<file path="config.mk">
export PLATFORM = sky130hd
export DESIGN_NAME = mux8_rr_arbiter
export DESIGN_NICKNAME = d
export VERILOG_FILES = /design/src/rtl/mux8_rr_arbiter.sv
export SDC_FILE = /design/constraint.sdc
export NUM_CORES = 1
export LEC_CHECK = 0
export CORE_AREA = 2 2 239 241
export DETAILED_ROUTE_END_ITERATION = 10
export DIE_AREA = 0 0 241 243
export DONT_BUFFER_PORTS = 1
export MAX_ROUTING_LAYER = met4
export PLACE_DENSITY = 0.3
export SKIP_LAST_GASP = 1
export SLEW_MARGIN = 20
export SYNTH_ARGS = -nofsm -noshare
export SYNTH_HDL_FRONTEND = slang
export SYNTH_SLANG_ARGS = --single-unit
</file>
<file path="constraint.sdc">
create_clock -name clk_i -period 5.7 [get_ports clk_i]
set_input_delay 1.71 -clock clk_i [delete_from_list [all_inputs] [get_ports clk_i]]
set_output_delay 1.71 -clock clk_i [all_outputs]
set_load 0.05 [all_outputs]
</file>
<file path="src/rtl/mux8_rr_arbiter.sv">
// mux8_rr_arbiter: shares one registered output channel among eight requesters.
//
// A round-robin arbiter picks one pending requester and drives the select of
// an internal 8:1 word mux. The selected word is registered and offered
// downstream with a valid/ready handshake. The winner receives a one-cycle
// combinational ack when its word transfers. There is always one idle cycle
// between transfers, so an acked requester can drop req before the next pick.
//
// Optional feature: define MUX8_ARB_LOCK_EN to enable burst lock. In that
// build, lock_i[out_sel_o] is sampled in the transfer cycle. If it is set, the
// following idle cycle re-grants the same requester while its req is still
// high. Without the macro, lock_i is ignored.
//
// Ports:
//   clk_i        rising-edge clock
//   rst_ni       synchronous active-low reset
//   req_i        per-requester pending flag, held until its ack
//   in_data_i    requester i word at [i*WIDTH +: WIDTH]
//   lock_i       per-requester burst hold (MUX8_ARB_LOCK_EN only)
//   out_valid_o  out_data_o holds a granted word
//   out_ready_i  sink accepts out_data_o this cycle
//   out_data_o   registered mux output
//   out_sel_o    index of current/last grant
//   ack_o        one-hot transfer acknowledge, combinational
//   busy_o       high while a granted word is waiting for the sink
module mux8_rr_arbiter #(
  parameter int unsigned WIDTH = 64
) (
  input  logic               clk_i,
  input  logic               rst_ni,
  input  logic [7:0]         req_i,
  input  logic [8*WIDTH-1:0] in_data_i,
  input  logic [7:0]         lock_i,
  output logic               out_valid_o,
  input  logic               out_ready_i,
  output logic [WIDTH-1:0]   out_data_o,
  output logic [2:0]         out_sel_o,
  output logic [7:0]         ack_o,
  output logic               busy_o
);

  localparam logic [0:0] StIdle = 1'b0;
  localparam logic [0:0] StBusy = 1'b1;

  logic [0:0]       state_q, state_d;
  logic [2:0]       ptr_q, ptr_d;
  logic [2:0]       sel_q, sel_d;
  logic [WIDTH-1:0] data_q, data_d;

  logic [2:0]       rr_idx;
  logic [2:0]       rr_cand;
  logic             rr_found;
  logic [2:0]       win_idx;
  logic             lock_hit;
  logic [WIDTH-1:0] mux_word;

  // Rotating search: start just after the last winner and wrap round to it.
  always_comb begin
    rr_found = 1'b0;
    rr_idx   = ptr_q;
    rr_cand  = ptr_q;
    for (int k = 1; k <= 8; k++) begin
      rr_cand = ptr_q + 3'(k);
      if (!rr_found && req_i[rr_cand]) begin
        rr_found = 1'b1;
        rr_idx   = rr_cand;
      end
    end
  end

`ifdef MUX8_ARB_LOCK_EN
  logic lock_q, lock_d;

  // A locked re-grant applies only while the holder still requests.
  assign lock_hit = lock_q & req_i[sel_q];

  always_comb begin
    lock_d = lock_q;
    if (state_q == StBusy) begin
      if (out_ready_i) begin
        lock_d = lock_i[sel_q];
      end
    end else begin
      // Lock is honoured only in the idle cycle that follows the transfer.
      lock_d = 1'b0;
    end
  end

  always_ff @(posedge clk_i) begin
    if (!rst_ni) begin
      lock_q <= 1'b0;
    end else begin
      lock_q <= lock_d;
    end
  end
`else
  logic unused_lock;
  assign unused_lock = ^lock_i;
  assign lock_hit    = 1'b0;
`endif

  assign win_idx = lock_hit ? sel_q : rr_idx;

  // 8:1 word mux driven by the arbiter select.
  always_comb begin
    mux_word = in_data_i[win_idx*WIDTH +: WIDTH];
  end

  always_comb begin
    state_d = state_q;
    ptr_d   = ptr_q;
    sel_d   = sel_q;
    data_d  = data_q;
    case (state_q)
      StIdle: begin
        if (|req_i) begin
          state_d = StBusy;
          sel_d   = win_idx;
          data_d  = mux_word;
          if (!lock_hit) begin
            ptr_d = win_idx;
          end
        end
      end
      StBusy: begin
        if (out_ready_i) begin
          state_d = StIdle;
        end
      end
      default: state_d = StIdle;
    endcase
  end

  always_ff @(posedge clk_i) begin
    if (!rst_ni) begin
      state_q <= StIdle;
      ptr_q   <= 3'd7;
      sel_q   <= 3'd0;
      data_q  <= '0;
    end else begin
      state_q <= state_d;
      ptr_q   <= ptr_d;
      sel_q   <= sel_d;
      data_q  <= data_d;
    end
  end

  assign out_valid_o = (state_q == StBusy);
  assign busy_o      = (state_q == StBusy);
  assign out_data_o  = data_q;
  assign out_sel_o   = sel_q;

  // A word discarded by reset is never acknowledged.
  always_comb begin
    ack_o = 8'h00;
    if (out_valid_o && out_ready_i && rst_ni) begin
      ack_o = 8'h01 << sel_q;
    end
  end

endmodule

</file>
* Yosys cells after proc, flatten, opt, wreduce, memory -nomap -nowiden
Cells that the tools add are included.
** Cells by class
- Div/mod/pow operators :: 0
- $add $sub $neg :: 7
- $mul :: 0
- Reductions and logical operators :: 18
- Mux-type cells :: 35
- Order comparisons :: 8
- Equality and inequality tests :: 0
- Shift operators :: 2
- Bitwise logic cells :: 1
** Operators by type and width (count)
- 512-bit by 10-bit indexed part select with 64-bit output :: 1
- 3-bit by 4-bit < comparator with 1-bit output, second input constant :: 8
- 1-bit binary-select mux with 3-bit select :: 8
- 3-bit 2-to-1 mux :: 8
- 1-bit 2-to-1 mux :: 17
- 3-bit adder, second input constant :: 4
- 1-bit logical AND :: 9
- 8-bit 2-to-1 mux :: 1
- 8-bit OR reduction :: 1
- 1-bit by 3-bit left shift with 8-bit output, first input constant :: 1
- 1-bit logical NOT :: 7
- 3-bit by 2-bit adder with 3-bit output, second input constant :: 2
- 3-bit by 1-bit adder with 3-bit output, second input constant :: 1
- 1-bit one-hot mux with 2 select lines :: 1
- 2-bit AND reduction :: 1
- 1-bit inverter :: 1
** Storage, ports and cells
- ROM bits :: 0
- Output and inout port bits :: 77
- Latch bits :: 0
- Input port bits :: 531
- Bits in registers :: 71
- Logic and storage cells :: 75
- RAM bits :: 0
- Memories kept :: 0

* Logic depth before layout (Yosys ltp)
Gate-level depths: netlist of run 1.
- Depth in word-level cells :: 26
- Gate-level depth with buffers :: 18
- Mapped depth without buffers :: 11

* Worst setup path before layout of run 1
OpenSTA, ideal clock, no wires.
- Path type :: input port to output port
- Start point :: input port rst_ni
- End point :: output port ack_o[4]
- Required time :: 3990 ps
- Data arrival time :: 3467 ps
- Slack :: 523 ps
- Path buffers :: 2
- Stages on the path :: 4
- Path through :: clkbuf_1 > clkbuf_1 > nand4_1 > nor3_1
** Between the ends
- Cells in the longest elaborated chain, start to end :: 2
** Ends and longest elaborated chain
- start: declaration :: line 30 : input logic rst_ni,
- 1-bit logical AND :: line 156 : if (out_valid_o && out_ready_i && rst_ni) begin
- 8-bit 2-to-1 mux :: line 156
- end: declaration :: line 38 : output logic [7:0] ack_o,
Every way passes these cells.

* Worst setup path in the final report of run 1
- Start point :: input port req_i[3]
- End point :: register data_q[23], in the netlist out_data_o[23]
** Between the ends
- Cells in the longest elaborated chain, start to end :: 25
- Elaborated cells on any way between the ends :: 48
- Those cells by class :: 1 x shift; 31 x mux; 16 x reduce/logical
** Ends and longest elaborated chain
- start: declaration :: line 31 : input logic [7:0] req_i,
- 1-bit binary-select mux with 3-bit select :: line 64 : if (!rr_found && req_i[rr_cand]) begin
- 1-bit 2-to-1 mux (implied by the code) :: line 64
- 1-bit 2-to-1 mux :: line 64
- 1-bit logical NOT :: line 64
- 1-bit logical AND :: line 64
- 1-bit 2-to-1 mux :: line 64
- 1-bit logical NOT :: line 64
- 1-bit logical AND :: line 64
- [... 9 more ...]
- 1-bit 2-to-1 mux :: line 64
- 1-bit logical NOT :: line 64
- 1-bit logical AND :: line 64
- 1-bit 2-to-1 mux :: line 64
- 1-bit logical NOT :: line 64
- 1-bit logical AND :: line 64
- 3-bit 2-to-1 mux :: line 64
- 512-bit by 10-bit indexed part select with 64-bit output :: line 106 : mux_word = in_data_i[win_idx*WIDTH +: WIDTH];
- end signal: assignment :: line 144 : data_q <= data_d;
- end: declaration :: line 48 : logic [WIDTH-1:0] data_q, data_d;
Several ways; a longest one is shown, not always the timed one. The select of a mux whose other input is x is not followed.
A chain may end at the register's enable or synchronous reset.

==> results of run 1 <==
flip-flops by register name, summed over array words and instances (netlist names):
signal,flops
ptr_q,3
out_data_o,64
busy_o,1
out_sel_o,3
cells in the mapped netlist (2+ instances only):
cell	count
mux2i_1	141
nand2_1	76
a21oi_1	73
o21ai_0	73
dfxtp_1	71
mux4_2	71
o211a_1	64
clkbuf_1	44
buf_2	23
nor2_1	18
nor3_1	7
mux2_2	6
nor2b_1	5
buf_6	4
inv_1	4
mux2_1	4
nand2b_1	4
a221o_1	3
xnor2_1	3
a211oi_1	2
a21bo_2	2
a221oi_1	2
a22oi_1	2
and3_1	2
buf_4	2
ha_1	2
nand3_1	2
nor3b_1	2
nor4_1	2
o21a_1	2
o21bai_1	2
o22a_1	2
xor2_1	2
final cells by class:
type	count	area share [%]
antenna	8	0.237
tap	756	11.2
sequential	71	16.8
inverter	4	0.178
clock inverter	4	0.533
clock buffer	12	2.92
timing repair buffer	28	4.12
multi-input combinational	591	64.0
routing by layer:
layer,up-vias,GRT usage (%),wire length (um)
li1,2830,-,-
met1,3030,11.8,12100
met2,371,17.6,15900
met3,32,2.70,2550
met4,0,4.32,973
met5,-,-,0
final timing paths:
kind | start | endpoint | cells after the start
min reg2reg | ptr_q[0]$_SDFFE_PN1P_ | ptr_q[0]$_SDFFE_PN1P_ | 3
max reg2reg | ptr_q[0]$_SDFFE_PN1P_ | out_data_o[23]$_SDFFE_PN0P_ | 11
min | ptr_q[0]$_SDFFE_PN1P_ | ptr_q[0]$_SDFFE_PN1P_ | 3
max | req_i[3] | out_data_o[23]$_SDFFE_PN0P_ | 9
through the flow:
step	hold slack (ns)	setup slack, ns	total power, W	utilization (%)	std cells
after floorplan	0.771	0.523	0.00662	-	739
after global routing	0.899	0.795	0.00954	15.1	1474
after detailed placement	0.800	0.497	0.00840	14.5	1450
after CTS	0.810	0.918	0.00907	15.1	1466
final	0.802	0.887	0.00890	15.1	1474
after global placement	0.777	0.501	0.00840	14.5	1450
worst max-delay path: cells and delay by family:
| kind | cells | cell delay [ns] |
|---|---|---|
| mux | 2 | 1.12 |
| simple gates | 1 | 0.54 |
| xor+xnor | 1 | 0.26 |
| buf+inv | 1 | 0.31 |
| compound gates | 4 | 1.04 |
power breakdown:
part | switching [W] | internal, W
logic | 0.00347 | 0.00323
registers | 0.000877 | 0.000723
clock network | 0.000252 | 0.000349
total | 0.00460 | 0.00430
cells by family (layout without fill, tap and decap cells):
family	Yosys count	count (layout)	synth area share, %
AOI/OAI and AO/OA	239	239	22.7
muxes	222	222	43.8
and+or+nand+nor	123	123	7.61
buffers and inverters	77	48	4.98
DFF	71	71	19.9
xor gates and xnor gates	5	5	0.614
adders and majority gates	2	2	0.351
other	0	8	0
==> flow_summary_export.csv, run 1 <==
group,metric,value,unit
layout,stdcell_area,8440,um^2
worst_setup_path,crit_slowest_cell,"mux4_2",
logic_synthesis,ys_warn_count,0,
grt,grt_start_max_net_pins,76,
route,drt-total-wl,31500,um
layout,regArea,1420,um^2
cts,cts_tree,"yes",
worst_setup_path,crit_arrival,5.08,ns
sta,setup-tns-final,0,ns
sta,skew,0.00814,ns
route,post_drt_via_cell_ratio,4.25,
logic_synthesis,avgSynthCellArea,9.65,um^2
sta,min_period_over_period,84.4,%
logic_synthesis,ys_seq_area_share,19.9,%
route,drc,0,
logic_synthesis,synth_nets,1272,
route,drt-initial-drc-count,316,
placement,dpl.hpwl,25100,um
logic_synthesis,synthCells,739,
route,avgRoutedWirePerCell,21.4,um
sta,fmax,0.208,GHz
worst_setup_path,r2r_slack,1.06,ns
cts,cts_buffers,9,
worst_setup_path,critPathMaxFanout,35,
die,die_area,58600,um^2
power_and_ir_drop,ir_drop,0.975,mV
logic_synthesis,syn_area,7130,um^2
route,vias,6263,
worst_setup_path,path_cells,"mux4_2, a221o_1, a2bb2oi_1, or4_4, o221ai_2, xnor2_2, buf_12, mux4_2, o211a_1",
cts,clock_sinks,71,
logic_synthesis,asyncSetResetFlopFracSynth,0,%
grt,grt_use_total,10.5,%
die,core_area,56000,um^2
status,run_status,"complete, no violations",
cts,htree_num_levels,3,
placement,port_buffers,0,
cts,clk_latency,0.37,ns
logic_synthesis,yosys-top-cells-area,"mux4_2 22%, dfxtp_1 20%, mux2i_1 20%, o211a_1 9.0%, a21oi_1 5.1%",
placement,place_congestion,0.845,
route,drt_pre_antenna_iters,4,
cts,clkTransAtPathRegs,0.07,ns
layout,final_common_cell,"mux2i_1",
sta,setup_violations,0,
grt,grt_pass1_wl,43300,um
die,die_w,241,um
die,io_pins,608,
cts,cts_root_buffer,"clkbuf_16",
sta,tightestPinTransition,0.967,ns
sta,slew_violations,0,
grt,grt.overflow.total,0,
layout,layout-drive-gt1-share,18.5,%
cts,post_cts_buffers,0,
power_and_ir_drop,powerDensity,1050,nW/um^2
logic_synthesis,yosysUniqueCellTypes,50,
job,cap_violations,0,
layout,fillers,6392,
cts,hold_buffers,0,
worst_setup_path,critical_path_class,"input port to flip-flop",
logic_synthesis,synth_top_cell_by_area,"mux4_2",
cts,cts_resized,0,
die,die_h,243,um
worst_setup_path,cpMostUsedCell,"mux4_2",
worst_setup_path,cp-start-kind,"input port",
cts,cts.path.max_buffers,2,
logic_synthesis,ys_ff_latch,71,
logic_synthesis,yosys.area.top_type_share,22.4,%
sta,min_period,4.81,ns
logic_synthesis,synth_flop_cell,"dfxtp_1",
sta,rsz0062_at_grt,"no",
hold_path,hp-class,"flip-flop to flip-flop",
sta,hold_viol,0,
worst_setup_path,critPathRequiredTime,5.96,ns
route,ant_nets,0,
layout,final_cell_mix,"141 x mux2i_1, 75 x nand2_1, 73 x o21ai_0",
worst_setup_path,endpoint_kind,"flip-flop",
die,rows,87,
grt,antenna_found_initial,7,
grt,grt_pass1_vias,6604,
logic_synthesis,synth_edf_count,0,
placement,postPlaceCellArea,8130,um^2
layout,syn_to_final_growth,18.4,%
die,start_util,12.7,%
layout,multi_input_area,5400,um^2
sta,maxSlewHeadroom,35.3,%
worst_setup_path,slowest_delay,0.62,ns
layout,final_net_count,1238,
power_and_ir_drop,p_leak,3.42,nW
No activity file was read; power rests on OpenSTA's default activity.
==> inputs of run 2 (changes only) <==
==> constraint.sdc (replaced) <==
create_clock -name clk_i -period 4.45 [get_ports clk_i]
set_input_delay 1.335 -clock clk_i [delete_from_list [all_inputs] [get_ports clk_i]]
set_output_delay 1.335 -clock clk_i [all_outputs]
set_load 0.05 [all_outputs]
==> flow_summary_export.csv, run 2 (same netlist as run 1, synthesis figures left out) <==
group,metric,value,unit
worst_setup_path,endpoint,"out_data_o[48]$_SDFFE_PN0P_",
grt,grt_use_total,10.7,%
sta,tightestPinTransition,0.785,ns
layout,layout-drive-gt1-share,23.8,%
sta,maxSlewHeadroom,47.7,%
die,core_area,56000,um^2
worst_setup_path,endpoint_kind,"flip-flop",
placement,postPlaceCellArea,8440,um^2
layout,final_net_count,1284,
worst_setup_path,cp.depth,10,
cts,clk_latency,0.37,ns
worst_setup_path,slowest_delay,0.56,ns
worst_setup_path,path_cells,"mux4_2, a221o_1, a2bb2oi_1, or4_4, o221ai_2, xnor2_4, buf_4, buf_6, mux4_2, o211a_1",
layout,stdcell_area,8920,um^2
layout,final_cells,1520,
worst_setup_path,crit_slowest_cell,"mux4_2",
status,run_status,"complete, no violations",
route,avgRoutedWirePerCell,22.3,um
layout,largest_reg_flops,64,
hold_path,hp-class,"flip-flop to flip-flop",
die,die_w,241,um
job,cap_violations,0,
route,drt_pre_antenna_iters,4,
die,die_h,243,um
die,io_pins,608,
route,drt-total-wl,34000,um
worst_setup_path,cpMostUsedCell,"mux4_2",
sta,rsz0062_at_grt,"no",
worst_setup_path,r2r_slack,0.23,ns
die,start_util,12.7,%
layout,final_cell_mix,"140 x mux2i_1, 75 x nand2_1, 73 x o21ai_0",
cts,htree_num_levels,3,
sta,setup_violations,0,
cts,clock_sinks,71,
layout,syn_to_final_growth,25.1,%
grt,grt.overflow.total,0,
layout,regArea,1420,um^2
grt,grt_pass1_vias,6618,
route,post_drt_via_cell_ratio,4.22,
sta,fmax,0.232,GHz
placement,placed_cells,1489,
worst_setup_path,critPathBufInv,2,
worst_setup_path,r2r_start,"ptr_q[1]$_SDFFE_PN1P_",
grt,grt_start_max_net_pins,74,
power_and_ir_drop,p_leak,3.69,nW
placement,port_buffers,0,
worst_setup_path,critPathMaxFanout,15,
power_and_ir_drop,powerDensity,1400,nW/um^2
worst_setup_path,crit_arrival,4.57,ns
worst_setup_path,critical_path_class,"input port to flip-flop",
worst_setup_path,crit_start,"req_i[3]",
layout,fillers,6340,
sta,min_period_over_period,96.9,%
die,die_area,58600,um^2
grt,antenna_found_initial,7,
cts,cts_tree,"yes",
worst_setup_path,critPathRequiredTime,4.71,ns
worst_setup_path,cp-start-kind,"input port",
route,vias,6410,
power_and_ir_drop,total_power,0.0125,W
worst_setup_path,cp_top_family,"compound AO/OA/AOI/OAI gates",
sta,hold_ws,0.731,ns
sta,skew,0.0103,ns
cts,clkTransAtPathRegs,0.06,ns
route,drt-initial-drc-count,313,
worst_setup_path,regToRegEndpoint,"out_data_o[48]$_SDFFE_PN0P_",
layout,final_common_cell,"mux2i_1",
placement,dpl.hpwl,26200,um
worst_setup_path,r2r_cells,13,
route,drc,0,
cts,cts_buffers,9,
die,rows,87,
sta,min_period,4.31,ns
layout,multi_input_area,5420,um^2
sta,hold_viol,0,
route,ant_nets,0,
cts,cts.path.max_buffers,2,
cts,hold_buffers,0,
cts,cts_root_buffer,"clkbuf_16",
sta,slew_violations,0,
grt,grt_pass1_wl,44100,um
placement,place_congestion,0.862,
power_and_ir_drop,ir_drop,0.692,mV
[run 2: cell types whose count changed in the layout (fill, tap and decap cells not counted), sizes merged]
cell,delta
buf,+44
bufinv,+1
clkinv,-2
clkinvlp,+2
clkbuf,+1
[run 2: how the worst min path moves through the flow]
stage                         startpoint                   endpoint  slack [ns]  cells after the start
2_1_floorplan  out_sel_o[2]$_SDFFE_PN0P_  out_sel_o[2]$_SDFFE_PN0P_        0.77                      2
3_3_place_gp       ptr_q[2]$_SDFFE_PN1P_      ptr_q[2]$_SDFFE_PN1P_        0.72                      3
3_5_place_dp       ptr_q[2]$_SDFFE_PN1P_      ptr_q[2]$_SDFFE_PN1P_        0.72                      3
4_1_cts            ptr_q[2]$_SDFFE_PN1P_      ptr_q[2]$_SDFFE_PN1P_        0.74                      3
5_1_grt            ptr_q[2]$_SDFFE_PN1P_      ptr_q[2]$_SDFFE_PN1P_        0.80                      3
6_report           ptr_q[2]$_SDFFE_PN1P_      ptr_q[2]$_SDFFE_PN1P_        0.73                      3
[run 2: through the flow]
stage / utilization (%) / worst slack (ns) / TNS [ns]
3_3_place_gp: 15.1 / -0.254 / -13.09
6_report: 15.9 / 0.140 / 0
5_1_grt: 15.9 / 0.0308 / 0
3_5_place_dp: 15.1 / -0.268 / -12.95
4_1_cts: 15.7 / 0.152 / 0
2_1_floorplan: - / 0.0200 / 0
[run 2: where the power goes]
group | leakage [nW] | internal [W] | switching (W)
registers | 0.592 | 0.000925 | 0.00111
logic | 2.94 | 0.00478 | 0.00486
clock network | 0.158 | 0.000521 | 0.000336
total | 3.69 | 0.00622 | 0.00630
[run 2: worst reg2reg max path, delay by kind of cell (launching register included)]
kind                     cells  cell delay, ns
XOR/XNOR                     1            0.18
AND/OR/NAND/NOR              1            0.54
flip-flops                   1            0.32
adder cells (fa/ha/maj)      1            0.43
multiplexers                 2            0.89
buffers and inverters        4            0.76
AO/OA/AOI/OAI                4            1.00
[run 2: cell type report]
type	instances	share of cell area, %
Antenna cell	8	0.224
Clock buffer	11	2.83
Clock inverter	5	0.897
Inverter	4	0.168
Multi-Input combinational cell	591	60.7
Sequential cell	71	15.9
Tap cell	756	10.6
Timing Repair Buffer	74	8.61
[run 2: metal layers]
| layer | GRT usage [%] | wire (um) | share of wire, % |
|---|---|---|---|
| met5 | - | 0 | 0 |
| met4 | 4.72 | 1090 | 3.2 |
| met3 | 2.50 | 2380 | 7.0 |
| met2 | 17.9 | 17000 | 50 |
| met1 | 12.2 | 13500 | 40 |
[run 2: what timing repair did]
item,4_1_cts,5_1_grt
hold endpoints to repair,0,0
buffers inserted,0,3
gates resized for setup,0,10
setup endpoints to repair,0,62
